<file path="src/rtl/golomb_job_loader.sv">
// Host byte-stream front end for the ruler assembly stage: loads preset marks, validates,
// pulses the assembly reset, waits for done and streams a report. Optional: JOB_WATCHDOG_EN.
module golomb_job_loader #(
  parameter int unsigned NUMPOSITIONS    = 5,
  parameter int unsigned VALUEBITS       = 9,
  parameter int unsigned RESET_CYCLES    = 4,
  parameter int unsigned WATCHDOG_CYCLES = 1048576
) (
  input  logic                                  FXCLK,
  input  logic                                  RESET_IN,
  input  logic [7:0]                            rx_data,
  input  logic                                  rx_valid,
  output logic                                  rx_ready,
  output logic [7:0]                            tx_data,
  output logic                                  tx_valid,
  input  logic                                  tx_ready,
  output logic [(NUMPOSITIONS+1)*VALUEBITS-1:0] firstvalues,
  output logic                                  asm_reset,
  input  logic                                  asm_done,
  input  logic [(NUMPOSITIONS+1)*VALUEBITS-1:0] asm_marks,
  input  logic [5:0]                            asm_nresults,
  output logic                                  busy,
  output logic                                  error
);

  localparam int unsigned NV         = NUMPOSITIONS + 1;
  localparam int unsigned FVW        = NV * VALUEBITS;
  localparam int unsigned LOAD_BYTES = 2 * NV;
  localparam int unsigned RPT_BYTES  = 2 * NV + 2;

  localparam logic [2:0] S_IDLE   = 3'd0;
  localparam logic [2:0] S_LOAD   = 3'd1;
  localparam logic [2:0] S_CHECK  = 3'd2;
  localparam logic [2:0] S_PULSE  = 3'd3;
  localparam logic [2:0] S_RUN    = 3'd4;
  localparam logic [2:0] S_REPORT = 3'd5;

  localparam logic [7:0] CMD_LOAD   = 8'h4C;
  localparam logic [7:0] HDR_DONE   = 8'hA5;
  localparam logic [7:0] HDR_REJECT = 8'hEE;
`ifdef JOB_WATCHDOG_EN
  localparam logic [7:0] HDR_WDOG   = 8'h5A;
`endif

  logic [2:0]     state;
  logic [7:0]     byte_cnt;
  logic [7:0]     lo_byte;
  logic           bad;
  logic [15:0]    pulse_cnt;
  logic           run_first;
  logic [FVW-1:0] marks_buf;
  logic [5:0]     nres_buf;
  logic [7:0]     rpt_idx;

  logic           rx_fire;
  logic           tx_fire;
  logic [15:0]    ld_word;
  logic           ld_bad;
  logic           reject;
  logic [VALUEBITS-1:0] chk_last;
  logic [VALUEBITS-1:0] chk_v;
  logic [7:0]     nxt_idx;
  logic [7:0]     nxt_byte;
  logic [15:0]    mark16;

`ifdef JOB_WATCHDOG_EN
  logic [31:0]    wd_cnt;
  logic           wd_expire;
  assign wd_expire = (wd_cnt == 32'(WATCHDOG_CYCLES - 1));
`endif

  assign rx_fire = rx_valid & rx_ready;
  assign tx_fire = tx_valid & tx_ready;
  assign busy    = (state != S_IDLE);
  assign ld_word = {rx_data, lo_byte};
  assign ld_bad  = ((ld_word >> VALUEBITS) != 16'd0);

  // Zero slots are "not preset"; each nonzero slot must exceed the nearest nonzero before it.
  always_comb begin
    chk_last = firstvalues[NUMPOSITIONS*VALUEBITS +: VALUEBITS];
    chk_v    = '0;
    reject   = bad | (chk_last != '0);
    for (int unsigned i = 1; i < NV; i++) begin
      chk_v = firstvalues[(NUMPOSITIONS-i)*VALUEBITS +: VALUEBITS];
      if (chk_v != '0) begin
        if (chk_v <= chk_last) reject = 1'b1;
        chk_last = chk_v;
      end
    end
  end

  // Report byte following the one currently on tx_data: marks low/high, then nresults.
  always_comb begin
    nxt_idx  = rpt_idx + 8'd1;
    nxt_byte = '0;
    mark16   = '0;
    if (nxt_idx == 8'(RPT_BYTES - 1)) begin
      nxt_byte = {2'b00, nres_buf};
    end else begin
      for (int unsigned j = 0; j < NV; j++) begin
        mark16 = 16'(marks_buf[(NUMPOSITIONS-j)*VALUEBITS +: VALUEBITS]);
        if (nxt_idx == 8'(2*j + 1)) nxt_byte = mark16[7:0];
        if (nxt_idx == 8'(2*j + 2)) nxt_byte = mark16[15:8];
      end
    end
  end

  always_ff @(posedge FXCLK or negedge RESET_IN) begin
    if (!RESET_IN) begin
      state       <= S_IDLE;
      byte_cnt    <= '0;
      lo_byte     <= '0;
      bad         <= 1'b0;
      pulse_cnt   <= '0;
      run_first   <= 1'b0;
      marks_buf   <= '0;
      nres_buf    <= '0;
      rpt_idx     <= '0;
      tx_data     <= '0;
      tx_valid    <= 1'b0;
      rx_ready    <= 1'b0;
      asm_reset   <= 1'b1;
      firstvalues <= '0;
      error       <= 1'b0;
`ifdef JOB_WATCHDOG_EN
      wd_cnt      <= '0;
`endif
    end else begin
      case (state)
        S_IDLE: begin
          rx_ready <= 1'b1;
          if (rx_fire && rx_data == CMD_LOAD) begin
            state    <= S_LOAD;
            error    <= 1'b0;
            byte_cnt <= '0;
            bad      <= 1'b0;
          end
        end

        S_LOAD: begin
          if (rx_fire) begin
            if (!byte_cnt[0]) begin
              lo_byte <= rx_data;
            end else begin
              if (ld_bad) bad <= 1'b1;
              for (int unsigned i = 0; i < NV; i++) begin
                if (byte_cnt[7:1] == 7'(i))
                  firstvalues[(NUMPOSITIONS-i)*VALUEBITS +: VALUEBITS] <= ld_word[VALUEBITS-1:0];
              end
            end
            byte_cnt <= byte_cnt + 8'd1;
            if (byte_cnt == 8'(LOAD_BYTES - 1)) begin
              state    <= S_CHECK;
              rx_ready <= 1'b0;
            end
          end
        end

        S_CHECK: begin
          if (reject) begin
            error       <= 1'b1;
            firstvalues <= '0;
            marks_buf   <= '0;
            nres_buf    <= '0;
            rpt_idx     <= '0;
            tx_data     <= HDR_REJECT;
            tx_valid    <= 1'b1;
            state       <= S_REPORT;
          end else begin
            pulse_cnt <= '0;
            state     <= S_PULSE;
          end
        end

        S_PULSE: begin
          if (pulse_cnt == 16'(RESET_CYCLES - 1)) begin
            asm_reset <= 1'b0;
            run_first <= 1'b1;
            state     <= S_RUN;
`ifdef JOB_WATCHDOG_EN
            wd_cnt    <= '0;
`endif
          end else begin
            pulse_cnt <= pulse_cnt + 16'd1;
          end
        end

        S_RUN: begin
          run_first <= 1'b0;
          if (!run_first && asm_done) begin
            marks_buf <= asm_marks;
            nres_buf  <= asm_nresults;
            rpt_idx   <= '0;
            tx_data   <= HDR_DONE;
            tx_valid  <= 1'b1;
            state     <= S_REPORT;
          end
`ifdef JOB_WATCHDOG_EN
          else if (wd_expire) begin
            marks_buf <= asm_marks;
            nres_buf  <= asm_nresults;
            rpt_idx   <= '0;
            tx_data   <= HDR_WDOG;
            tx_valid  <= 1'b1;
            asm_reset <= 1'b1;
            state     <= S_REPORT;
          end else begin
            wd_cnt <= wd_cnt + 32'd1;
          end
`endif
        end

        S_REPORT: begin
          if (tx_fire) begin
            if (rpt_idx == 8'(RPT_BYTES - 1)) begin
              tx_valid  <= 1'b0;
              tx_data   <= '0;
              asm_reset <= 1'b1;
              rx_ready  <= 1'b1;
              state     <= S_IDLE;
            end else begin
              rpt_idx <= nxt_idx;
              tx_data <= nxt_byte;
            end
          end
        end

        default: state <= S_IDLE;
      endcase
    end
  end

endmodule

</file>
<file path="config.mk">
export PLATFORM = sky130hd
export DESIGN_NAME = golomb_job_loader
export DESIGN_NICKNAME = d
export VERILOG_FILES = /design/src/rtl/golomb_job_loader.sv
export SDC_FILE = /design/constraint.sdc
export NUM_CORES = 1
export LEC_CHECK = 0
export BUFFER_PORTS_ARGS = -buffer_cell sky130_fd_sc_hd__buf_2
export CAP_MARGIN = 5
export CORE_UTILIZATION = 35
export DETAILED_ROUTE_END_ITERATION = 6
export SLEW_MARGIN = 15
export SYNTH_ARGS = -nofsm -noshare
export SYNTH_HDL_FRONTEND = slang
export SYNTH_SLANG_ARGS = --single-unit
</file>
<file path="constraint.sdc">
create_clock -name FXCLK -period 4.6 [get_ports FXCLK]
set_input_delay 0.23 -clock FXCLK [delete_from_list [all_inputs] [get_ports FXCLK]]
set_output_delay 0.23 -clock FXCLK [all_outputs]
set_load 0.03 [all_outputs]
</file>
* Yosys cells after proc, flatten, opt, wreduce, memory -nomap -nowiden
Cells that the tools add are included.
** Word-level totals
- Register bits :: 171
- Bits of input ports :: 73
- Output and inout bits :: 67
- Word-level logic and storage cells :: 206
** Operators by class
- $add $sub $neg :: 3
- $lt $le $gt $ge :: 5
- Equality and inequality tests :: 46
- Muxes and demuxes :: 87
- Bitwise gates (word level) :: 4
- Reductions and logical operators :: 41
** Operators with widths (count)
- two-way mux 54 bit :: 4
- one-hot mux 54 bit (2 select lines) :: 2
- two-way mux 8 bit :: 23
- two-way mux 9 bit :: 10
- equality test 8 x 4 -> 1 bit, second input constant :: 8
- nonzero test 9 bit :: 6
- AND reduction 5 bit :: 10
- one-hot mux 8 bit (3 select lines) :: 2
- <= comparator 9 bit :: 5
- != test 2 bit, second input constant :: 19
- equality test 8 x 3 -> 1 bit, second input constant :: 4
- two-way mux 16 bit :: 2
- one-hot mux 16 bit (2 select lines) :: 1
- two-way mux 1 bit :: 24
- two-way mux 3 bit :: 8
- one-hot mux 3 bit (6 select lines) :: 1
- adder 16 x 1 -> 16 bit, second input constant :: 1
- adder 8 x 1 -> 8 bit, second input constant :: 2
- equality test 16 x 2 -> 1 bit, second input constant :: 1
- equality test 8 x 2 -> 1 bit, second input constant :: 2
- one-hot mux 8 bit (2 select lines) :: 1
- nonzero test 16 bit :: 1
- AND reduction 3 bit :: 5
- equality test 7 x 2 -> 1 bit, second input constant :: 2
- other kinds (23) :: 42

* Logic depth before layout (Yosys ltp)
Gate-level depths: netlist of run 1.
- Depth after elaboration :: 18
- Mapped depth :: 21
- Gate-level depth less buffers :: 17

* Least setup slack after synthesis of run 1
Ideal clock, no wire load.
- Path type :: register -> register
- Start point :: register firstvalues[36]
- End point :: register marks_buf[34]
- Setup time :: 0.074 ns
- Arrival :: 3.843 ns
- Required time :: 4.526 ns
- Setup slack :: 0.683 ns
- Cell stages (with the launch flop) :: 22
- Buffers on the path :: 4
- Clock period less this slack :: 3.917 ns
- Cell sequence :: dfrtp_1 > nor4_1 > and3_1 > buf_2 > a21oi_1 > nor2_1 > nor2_1 > nor2_1 > nor2_1 > o31a_1 > ha_1 > nand2_1 > nor3_1 > a21oi_1 > o21ai_0 > a2111oi_2 > o2111ai_2 > and2_1 > buf_6 > buf_6 > buf_8 > o21ai_2
** On the way
- Longest elaborated chain between the ends :: 13
- Elaborated cells between the ends (all ways) :: 22
- Classes of those cells :: order compare (5); eq/ne (1); mux (14); reduce/logical (2)
** Ends and longest elaborated chain
- start, declared :: line 17 : output logic [(NUMPOSITIONS+1)*VALUEBITS-1:0] firstvalues,
- start signal, assigned by index :: line 148 : firstvalues[(NUMPOSITIONS-i)*VALUEBITS +: VALUEBITS] <= ld_word[VALUEBITS-1:0];
- nonzero test 9 bit / <= comparator 9 bit (equally long branches) :: line 85, 86
- two-way mux 9 bit / two-way mux 1 bit (equally long branches) :: line 85, 86
- <= comparator 9 bit / two-way mux 1 bit (equally long branches) :: line 86, 85
- two-way mux 1 bit :: line 86 : if (chk_v <= chk_last) reject = 1'b1;
- two-way mux 1 bit :: line 85 : if (chk_v != '0) begin
- two-way mux 1 bit :: line 86
- two-way mux 1 bit :: line 85
- two-way mux 1 bit :: line 86
- two-way mux 1 bit :: line 85
- two-way mux 1 bit :: line 86
- two-way mux 1 bit * :: line 85
- != test 2 bit (no source line) *
- AND reduction 3 bit (no source line) *
- end signal, assigned :: line 191 : marks_buf <= asm_marks;
- end, declared :: line 51 : logic [FVW-1:0] marks_buf;
Every way passes the cells marked *; elsewhere a longest branch is shown, timed or not.
A chain may end at the register's enable or synchronous reset.

* Worst setup path in the final report of run 1
- Start point :: register firstvalues[41]
- End point :: register tx_data[5]
** On the way
- Longest elaborated chain between the ends :: 13
- Elaborated cells between the ends (all ways) :: 22
- Classes of those cells :: order compare (5); eq/ne (1); mux (14); reduce/logical (2)
** Ends and longest elaborated chain
- nonzero test 9 bit / <= comparator 9 bit (equally long branches) :: line 85, 86
- two-way mux 9 bit / two-way mux 1 bit (equally long branches) :: line 85, 86
- <= comparator 9 bit / two-way mux 1 bit (equally long branches) :: line 86, 85
- two-way mux 1 bit :: line 86
- two-way mux 1 bit :: line 85
- two-way mux 1 bit :: line 86
- two-way mux 1 bit :: line 85
- two-way mux 1 bit :: line 86
- two-way mux 1 bit :: line 85
- two-way mux 1 bit :: line 86
- two-way mux 1 bit * :: line 85
- != test 2 bit (no source line) *
- AND reduction 4 bit (no source line) *
- end signal, assigned :: line 223 : tx_data <= nxt_byte;
- end, declared :: line 14 : output logic [7:0] tx_data,
Marked as above.

==> flow_metrics.env, run 1 <==
export IMPL_run_status="finished, final reports clean"
export IMPL_async_flop_share=1.00
export IMPL_setup_viol=0
export IMPL_syn_mean_instance_area_um2=8.82
export IMPL_clock_tree_root_cell="sky130_fd_sc_hd__clkbuf_16"
export IMPL_timing_reg2reg_worst_path_depth=19
export IMPL_synth_top_cells_by_count="sky130_fd_sc_hd__nand2_1 (236), sky130_fd_sc_hd__dfrtp_1 (170), sky130_fd_sc_hd__nor2_1 (97)"
export IMPL_worst_ep_arrival_time_ps=4630
export IMPL_drtIter0Drc=601
export IMPL_regToRegSetupSlack_ps=310
export IMPL_cp_startpoint="firstvalues[41]$_DFFE_PN0P_"
export IMPL_layout_min_cycle_time_ps=4290
export IMPL_fmax_mhz=233
export IMPL_dp_hpwl_um=20600
export IMPL_area_growth_synth_to_final_pct=17.3
export IMPL_maxSlewViolCount=0
export IMPL_synth_seq_cells=171
export IMPL_die_area_um2=28000
export IMPL_clock_tree_htree_level_count=4
export IMPL_portBuffers=139
export IMPL_ios=140
export IMPL_layout_filler_cells=2681
export IMPL_first_pass_grt_wire_length_um=44800
export IMPL_per_cell_via_count_in_the_routed_design=5.41
export IMPL_cts_buffers_inserted=17
export IMPL_drt_antenna_violating_nets=0
export IMPL_floorplan_rows=60
export IMPL_worst_setup_path_end_kind="register"
export IMPL_die_x_um=167
export IMPL_netlist_area_um2=9580
export IMPL_criticalPathCategory="reg2reg"
export IMPL_worstSetupEndpoint="tx_data[5]$_DFFE_PN0P_"
export IMPL_vias=8447
export IMPL_transition_at_the_pin_with_the_smallest_max_transition_slack_ps=1030
export IMPL_synth_edff_count=0
export IMPL_cts_path_max_buffers=2
export IMPL_route_final_wire_length_um=27800
export IMPL_die_h_um=167
export IMPL_clk_latency_ps=420
export IMPL_nets=1332
export IMPL_iteration_count_of_the_initial_detailed_routing_pass=5
export IMPL_holdCritPathClass="in2reg"
export IMPL_worst_clock_skew_ps=10.4
export IMPL_synth_ff_type="sky130_fd_sc_hd__dfrtp_1"
export IMPL_floorplan_core_area_um2=26900
export IMPL_synthTopCellsByArea="sky130_fd_sc_hd__dfrtp_1 (44%), sky130_fd_sc_hd__nand2_1 (9.2%), sky130_fd_sc_hd__ha_1 (6.7%)"
export IMPL_grt_util_all_layers=0.202
export IMPL_tritoncts="done"
export IMPL_ys_warnings_count=0
export IMPL_synthesis_nets=1211
export IMPL_first_global_vias=8228
export IMPL_rsz_0062_raised_after_global_routing="false"
export IMPL_routability_cong=0.957
export IMPL_maxSlewHeadroom=0.305
export IMPL_drive_gt1_frac=0.182
export IMPL_clk_pin_slew_ps=60
export IMPL_worstSetupStartpointType="register"
export IMPL_synth_area_leader_cell="sky130_fd_sc_hd__dfrtp_1"
export IMPL_grt_remaining_overflow=0
export IMPL_synth_seq_area_share=0.447
export IMPL_drt_drc_violations_left=0
export IMPL_drt_wirelength_per_cell_um=17.8
export IMPL_finalSetupTns_ps=0
export IMPL_capturing_point_of_the_worst_reg2reg_path="tx_data[5]$_DFFE_PN0P_"
export IMPL_synthDominantCellAreaShare=0.444
export IMPL_r2r_start="firstvalues[41]$_DFFE_PN0P_"
export IMPL_synth_cell_types=67
export IMPL_min_delay_path_depth=3
export IMPL_post_synth_top_count_cell="sky130_fd_sc_hd__nand2_1"
export IMPL_final_period_utilization=0.932
export IMPL_maxCapViolations=0
export IMPL_grt_antenna_before_repair=0
export IMPL_pin_count_of_the_biggest_net_entering_global_routing=85
export IMPL_finalHoldViolCount=0
export IMPL_p_total_w=0.00309
export IMPL_peak_supply_drop_v=0.000183
export IMPL_pwr_density_cell_nw_per_um2=275
export IMPL_diodes=0
export IMPL_p_leak_nw=5.22
export IMPL_effective_utilization_at_floorplan=0.357
export IMPL_mapped_cells=1087
export IMPL_timing_critical_path_fanout_max=12
export IMPL_worst_ep_required_time_ps=4940
export IMPL_clock_sinks=171
-- worst min path at each step --
stage                       start                         to  slack, ps
finish              asm_marks[33]  marks_buf[33]$_DFFE_PN0P_         20
CTS                 asm_marks[33]  marks_buf[33]$_DFFE_PN0P_        0.7
global route        asm_marks[51]  marks_buf[51]$_DFFE_PN0P_         20
floorplan                RESET_IN            bad$_DFFE_PN0P_        -70
global placement         RESET_IN  marks_buf[12]$_DFFE_PN0P_        330
detailed placement       RESET_IN  marks_buf[12]$_DFFE_PN0P_        330
-- layer usage --
metal,global-route usage,vias to the layer above,routed length (µm)
met5,0,-,0
met2,0.321,278,12800
met1,0.283,4034,13100
li1,-,4103,-
met3,0.0307,32,1390
met4,0.0590,0,513
-- metrics by stage --
stage	setup slack, ps	hold WS, ps	instances	area [µm²]	util
after global routing	32.9	17.3	1561	11200	0.418
final	313	15.7	1561	11200	0.418
after floorplan	683	-65.6	1087	9580	-
after global placement	387	330	1526	10600	0.394
after CTS	183	0.682	1560	11200	0.417
after detailed placement	261	330	1526	10600	0.394
-- kinds of logic after synthesis --
kind of cell / share of synthesized area
and+or+nand+nor: 0.220
buffers and inverters: 0.0403
muxes: 0.0159
AOI/OAI and AO/OA: 0.187
DFF: 0.447
adders and majority gates: 0.0676
xor gates and xnor gates: 0.0219
-- report_power, final --
part,switching [W],total [W],internal [W],leakage (nW)
sequential,0.0000164,0.00155,0.00153,2.27
combinational,0.0000615,0.000101,0.0000400,2.67
clock,0.000569,0.00144,0.000871,0.279
-- area by class of cell --
type / instances / area, µm² / share of cell area
sequential: 171 / 4280 / 0.381
clock buffer: 26 / 509 / 0.0453
inverter: 33 / 124 / 0.0110
tap: 341 / 427 / 0.0380
multi-input combinational: 831 / 4940 / 0.440
timing repair buffer: 154 / 872 / 0.0776
clock inverter: 5 / 82.6 / 0.00735
-- what timing repair did --
| item | in CTS | in global routing |
|---|---|---|
| hold buffers | 3 | 0 |
| endpoints found under the setup margin | 0 | 123 |
| hold endpoints to repair | 84 | 0 |
| gates resized for setup | 0 | 3 |
| buffers inserted | 0 | 0 |
-- flip-flops by register name, summed over array words and instances (netlist names) --
signal       cells
bad              1
run_first        1
pulse_cnt       16
lo_byte          8
nres_buf         6
error            1
state            3
tx_data          8
byte_cnt         8
rx_ready         1
marks_buf       54
firstvalues     54
tx_valid         1
rpt_idx          8
asm_reset        1
-- cell usage in the layout (no fill, tap or decap), types with 7 or more instances in the layout --
master	instances
sky130_fd_sc_hd__a21o_1	8
sky130_fd_sc_hd__a21oi_1	33
sky130_fd_sc_hd__a22oi_1	10
sky130_fd_sc_hd__and3_1	9
sky130_fd_sc_hd__buf_2	138
sky130_fd_sc_hd__buf_4	8
sky130_fd_sc_hd__clkbuf_16	17
sky130_fd_sc_hd__dfrtp_1	170
sky130_fd_sc_hd__ha_1	51
sky130_fd_sc_hd__inv_1	33
sky130_fd_sc_hd__mux2_2	10
sky130_fd_sc_hd__nand2_1	236
sky130_fd_sc_hd__nand2b_1	9
sky130_fd_sc_hd__nand3_1	25
sky130_fd_sc_hd__nand4_1	13
sky130_fd_sc_hd__nor2_1	96
sky130_fd_sc_hd__nor2b_1	12
sky130_fd_sc_hd__nor3_1	22
sky130_fd_sc_hd__nor4_1	16
sky130_fd_sc_hd__o21a_1	7
sky130_fd_sc_hd__o21ai_0	86
sky130_fd_sc_hd__o22ai_1	46
sky130_fd_sc_hd__o22ai_2	10
sky130_fd_sc_hd__xnor2_1	12
sky130_fd_sc_hd__xor2_1	12
-- worst max-delay path: stages (launching register included) --
cell and delay [ps]:
sky130_fd_sc_hd__dfrtp_1 430, sky130_fd_sc_hd__nor4_2 430, sky130_fd_sc_hd__and3_4 320, sky130_fd_sc_hd__a21oi_1 100, sky130_fd_sc_hd__nor2_1 110, sky130_fd_sc_hd__nor2_1 80, sky130_fd_sc_hd__nor2_1 110, sky130_fd_sc_hd__nor2_1 80
sky130_fd_sc_hd__o31a_1 260, sky130_fd_sc_hd__ha_1 300, sky130_fd_sc_hd__nand2_1 100, sky130_fd_sc_hd__nor3_1 80, sky130_fd_sc_hd__a21oi_1 170, sky130_fd_sc_hd__o21ai_0 150, sky130_fd_sc_hd__a2111oi_2 430, sky130_fd_sc_hd__o2111ai_2 210
sky130_fd_sc_hd__buf_4 230, sky130_fd_sc_hd__a21oi_1 150, sky130_fd_sc_hd__buf_4 230, sky130_fd_sc_hd__mux2i_1 220
Power figures use the tool's default switching activity.
==> inputs of run 2 (changes only) <==
--- a/config.mk
+++ b/config.mk
@@ -8,6 +8,7 @@
 export BUFFER_PORTS_ARGS = -buffer_cell sky130_fd_sc_hd__buf_2
 export CAP_MARGIN = 5
 export CORE_UTILIZATION = 35
+export CTS_BUF_LIST = sky130_fd_sc_hd__clkbuf_4
 export DETAILED_ROUTE_END_ITERATION = 6
 export SLEW_MARGIN = 15
 export SYNTH_ARGS = -nofsm -noshare
==> run 2 against run 1 <==
Effect of this change: die area unchanged; routed wire length grew 1.3%; setup slack lost 35 ps; global-route usage increased by 0.29 points; first-iteration DRC count rose by 29%; hold slack improved by 250 ps; final cell count up 4.3%; critical path type unchanged; critical endpoint unchanged; largest power group unchanged.
==> flow_metrics.env, run 2 (synthesis results as in run 1) <==
export IMPL_rsz_0062_raised_after_global_routing="false"
export IMPL_timing_critical_path_buf_inv=2
export IMPL_area_growth_synth_to_final_pct=20.6
export IMPL_nets=1398
export IMPL_worst_ep_required_time_ps=5080
export IMPL_maxSlewHeadroom=0.239
export IMPL_die_x_um=167
export IMPL_setup_viol=0
export IMPL_drtIter0Drc=776
export IMPL_clk_latency_ps=560
export IMPL_peak_supply_drop_v=0.000134
export IMPL_grt_remaining_overflow=0
export IMPL_worst_ep_arrival_time_ps=4810
export IMPL_r2r_start="firstvalues[43]$_DFFE_PN0P_"
export IMPL_most_common_layout_cells="sky130_fd_sc_hd__nand2_1 (236), sky130_fd_sc_hd__dfrtp_1 (170), sky130_fd_sc_hd__buf_2 (138)"
export IMPL_groute_layer_met3_usage=0.0329
export IMPL_floorplan_rows=60
export IMPL_floorplan_core_area_um2=26900
export IMPL_reg_top3="firstvalues: 54 flops, marks_buf: 54 flops, pulse_cnt: 16 flops"
export IMPL_worst_clock_skew_ps=31.4
export IMPL_worstSetupPathDepth=19
export IMPL_critical_path_cell_chain="nor4_2 > and3_2 > a21oi_1 > nor2_1 > nor2_1 > nor2_1 > nor2_1 > o31a_1 > ha_1 > nand2_1 > nor3_1 > a21oi_1 > o21ai_0 > a2111oi_2 > o2111ai_2 > buf_4 > a21oi_1 > buf_4 > mux2i_1"
export IMPL_cell_area_after_layout_um2=11600
export IMPL_gr_max_usage_layer="met2"
export IMPL_effective_utilization_at_floorplan=0.357
export IMPL_final_period_utilization=0.940
export IMPL_drt_antenna_violating_nets=0
export IMPL_vias=8661
export IMPL_fmax_mhz=231
export IMPL_finalHoldViolCount=0
export IMPL_per_cell_via_count_in_the_routed_design=5.32
export IMPL_first_global_vias=8465
export IMPL_layout_cells_most_common="sky130_fd_sc_hd__nand2_1"
export IMPL_cp_slowest_cell="sky130_fd_sc_hd__dfrtp_1"
export IMPL_grt_met2_usage=0.329
export IMPL_transition_at_the_pin_with_the_smallest_max_transition_slack_ps=1140
export IMPL_routability_cong=0.957
export IMPL_grt_util_all_layers=0.204
export IMPL_dp_hpwl_um=20600
export IMPL_clk_pin_slew_ps=140
export IMPL_die_area_um2=28000
export IMPL_ios=140
export IMPL_worstSetupStartpointType="register"
export IMPL_tritoncts="done"
export IMPL_portBuffers=139
export IMPL_finalSetupTns_ps=0
export IMPL_iteration_count_of_the_initial_detailed_routing_pass=7
export IMPL_drive_gt1_frac=0.171
export IMPL_run_status="finished, final reports clean"
export IMPL_cts_buffers_inserted=17
export IMPL_first_pass_grt_wire_length_um=45500
export IMPL_grt_antenna_before_repair=1
export IMPL_pin_count_of_the_biggest_net_entering_global_routing=85
export IMPL_placedInstanceArea_um2=10600
export IMPL_timing_critical_path_fanout_max=12
export IMPL_timing_reg2reg_worst_path_depth=19
export IMPL_timing_critical_path_mode_cell="sky130_fd_sc_hd__nor2_1"
export IMPL_maxCapViolations=0
export IMPL_pwr_density_cell_nw_per_um2=219
export IMPL_clock_sinks=171
export IMPL_drt_wirelength_per_cell_um=17.3
export IMPL_critical_path_top_delay_family="compound AO/OA/AOI/OAI gates"
export IMPL_route_final_wire_length_um=28100
export IMPL_p_leak_nw=5.34
export IMPL_cp_slowest_stage_delay_ps=460
export IMPL_cts_path_max_buffers=2
export IMPL_maxSlewViolCount=0
export IMPL_post_cts_repair_setup_buffers=0
export IMPL_worst_setup_path_end_kind="register"
export IMPL_drt_drc_violations_left=0
export IMPL_die_h_um=167
export IMPL_clock_tree_htree_level_count=4
export IMPL_holdCritPathClass="in2async"
export IMPL_criticalPathCategory="reg2reg"
export IMPL_clock_tree_root_cell="sky130_fd_sc_hd__clkbuf_4"
export IMPL_layout_min_cycle_time_ps=4320
export IMPL_cp_startpoint="firstvalues[43]$_DFFE_PN0P_"
export IMPL_use_met1=0.285
## run 2: layer usage
layer | vias to the layer above | wire length [µm] | part of all wire
li1 | 4236 | - | -
met1 | 4142 | 13400 | 0.48
met2 | 254 | 13100 | 0.47
met3 | 29 | 1180 | 0.042
met4 | 0 | 442 | 0.016
met5 | - | 0 | 0
## run 2: per-stage QoR
stage	utilization	total power, W	worst slack [ps]	cells	hold WS, ps
floorplan	-	0.00160	683	1087	-65.6
global placement	0.394	0.00167	387	1526	330
detailed placement	0.394	0.00168	261	1526	330
CTS	0.429	0.00256	207	1627	217
global route	0.430	0.00264	3.38	1628	257
finish	0.430	0.00253	278	1628	267
## run 2: worst paths after layout
path | end | slack, ps
max | tx_data[5]$_DFFE_PN0P_ | 280
min | marks_buf[21]$_DFFE_PN0P_ | 270
min in group FXCLK | bad$_DFFE_PN0P_ | 280
max in group asynchronous | marks_buf[36]$_DFFE_PN0P_ | 3170
min reg2reg | run_first$_DFFE_PN0P_ | 510
max reg2reg | tx_data[5]$_DFFE_PN0P_ | 280
## run 2: final cells by class
class,count,area (µm²)
Sequential cell,171,4280
Fill cell,2679,15300
Inverter,33,124
Clock inverter,10,101
Clock buffer,21,158
Antenna cell,1,2.50
Tap cell,341,427
Timing Repair Buffer,220,1520
Multi-Input combinational cell,831,4940
## run 2: what timing repair did
action / CTS / global route
hold buffers: 70 / 0
gates resized for setup: 0 / 2
endpoints found under the hold margin: 151 / 0
setup endpoints to repair: 0 / 123
## run 2: where the power goes
group | total [W] | leakage (nW) | internal, W | switching (W)
combinational | 0.000147 | 2.94 | 0.0000768 | 0.0000698
clock | 0.000836 | 0.133 | 0.000335 | 0.000501
sequential | 0.00155 | 2.27 | 0.00153 | 0.0000163
total | 0.00253 | 5.34 | 0.00194 | 0.000587
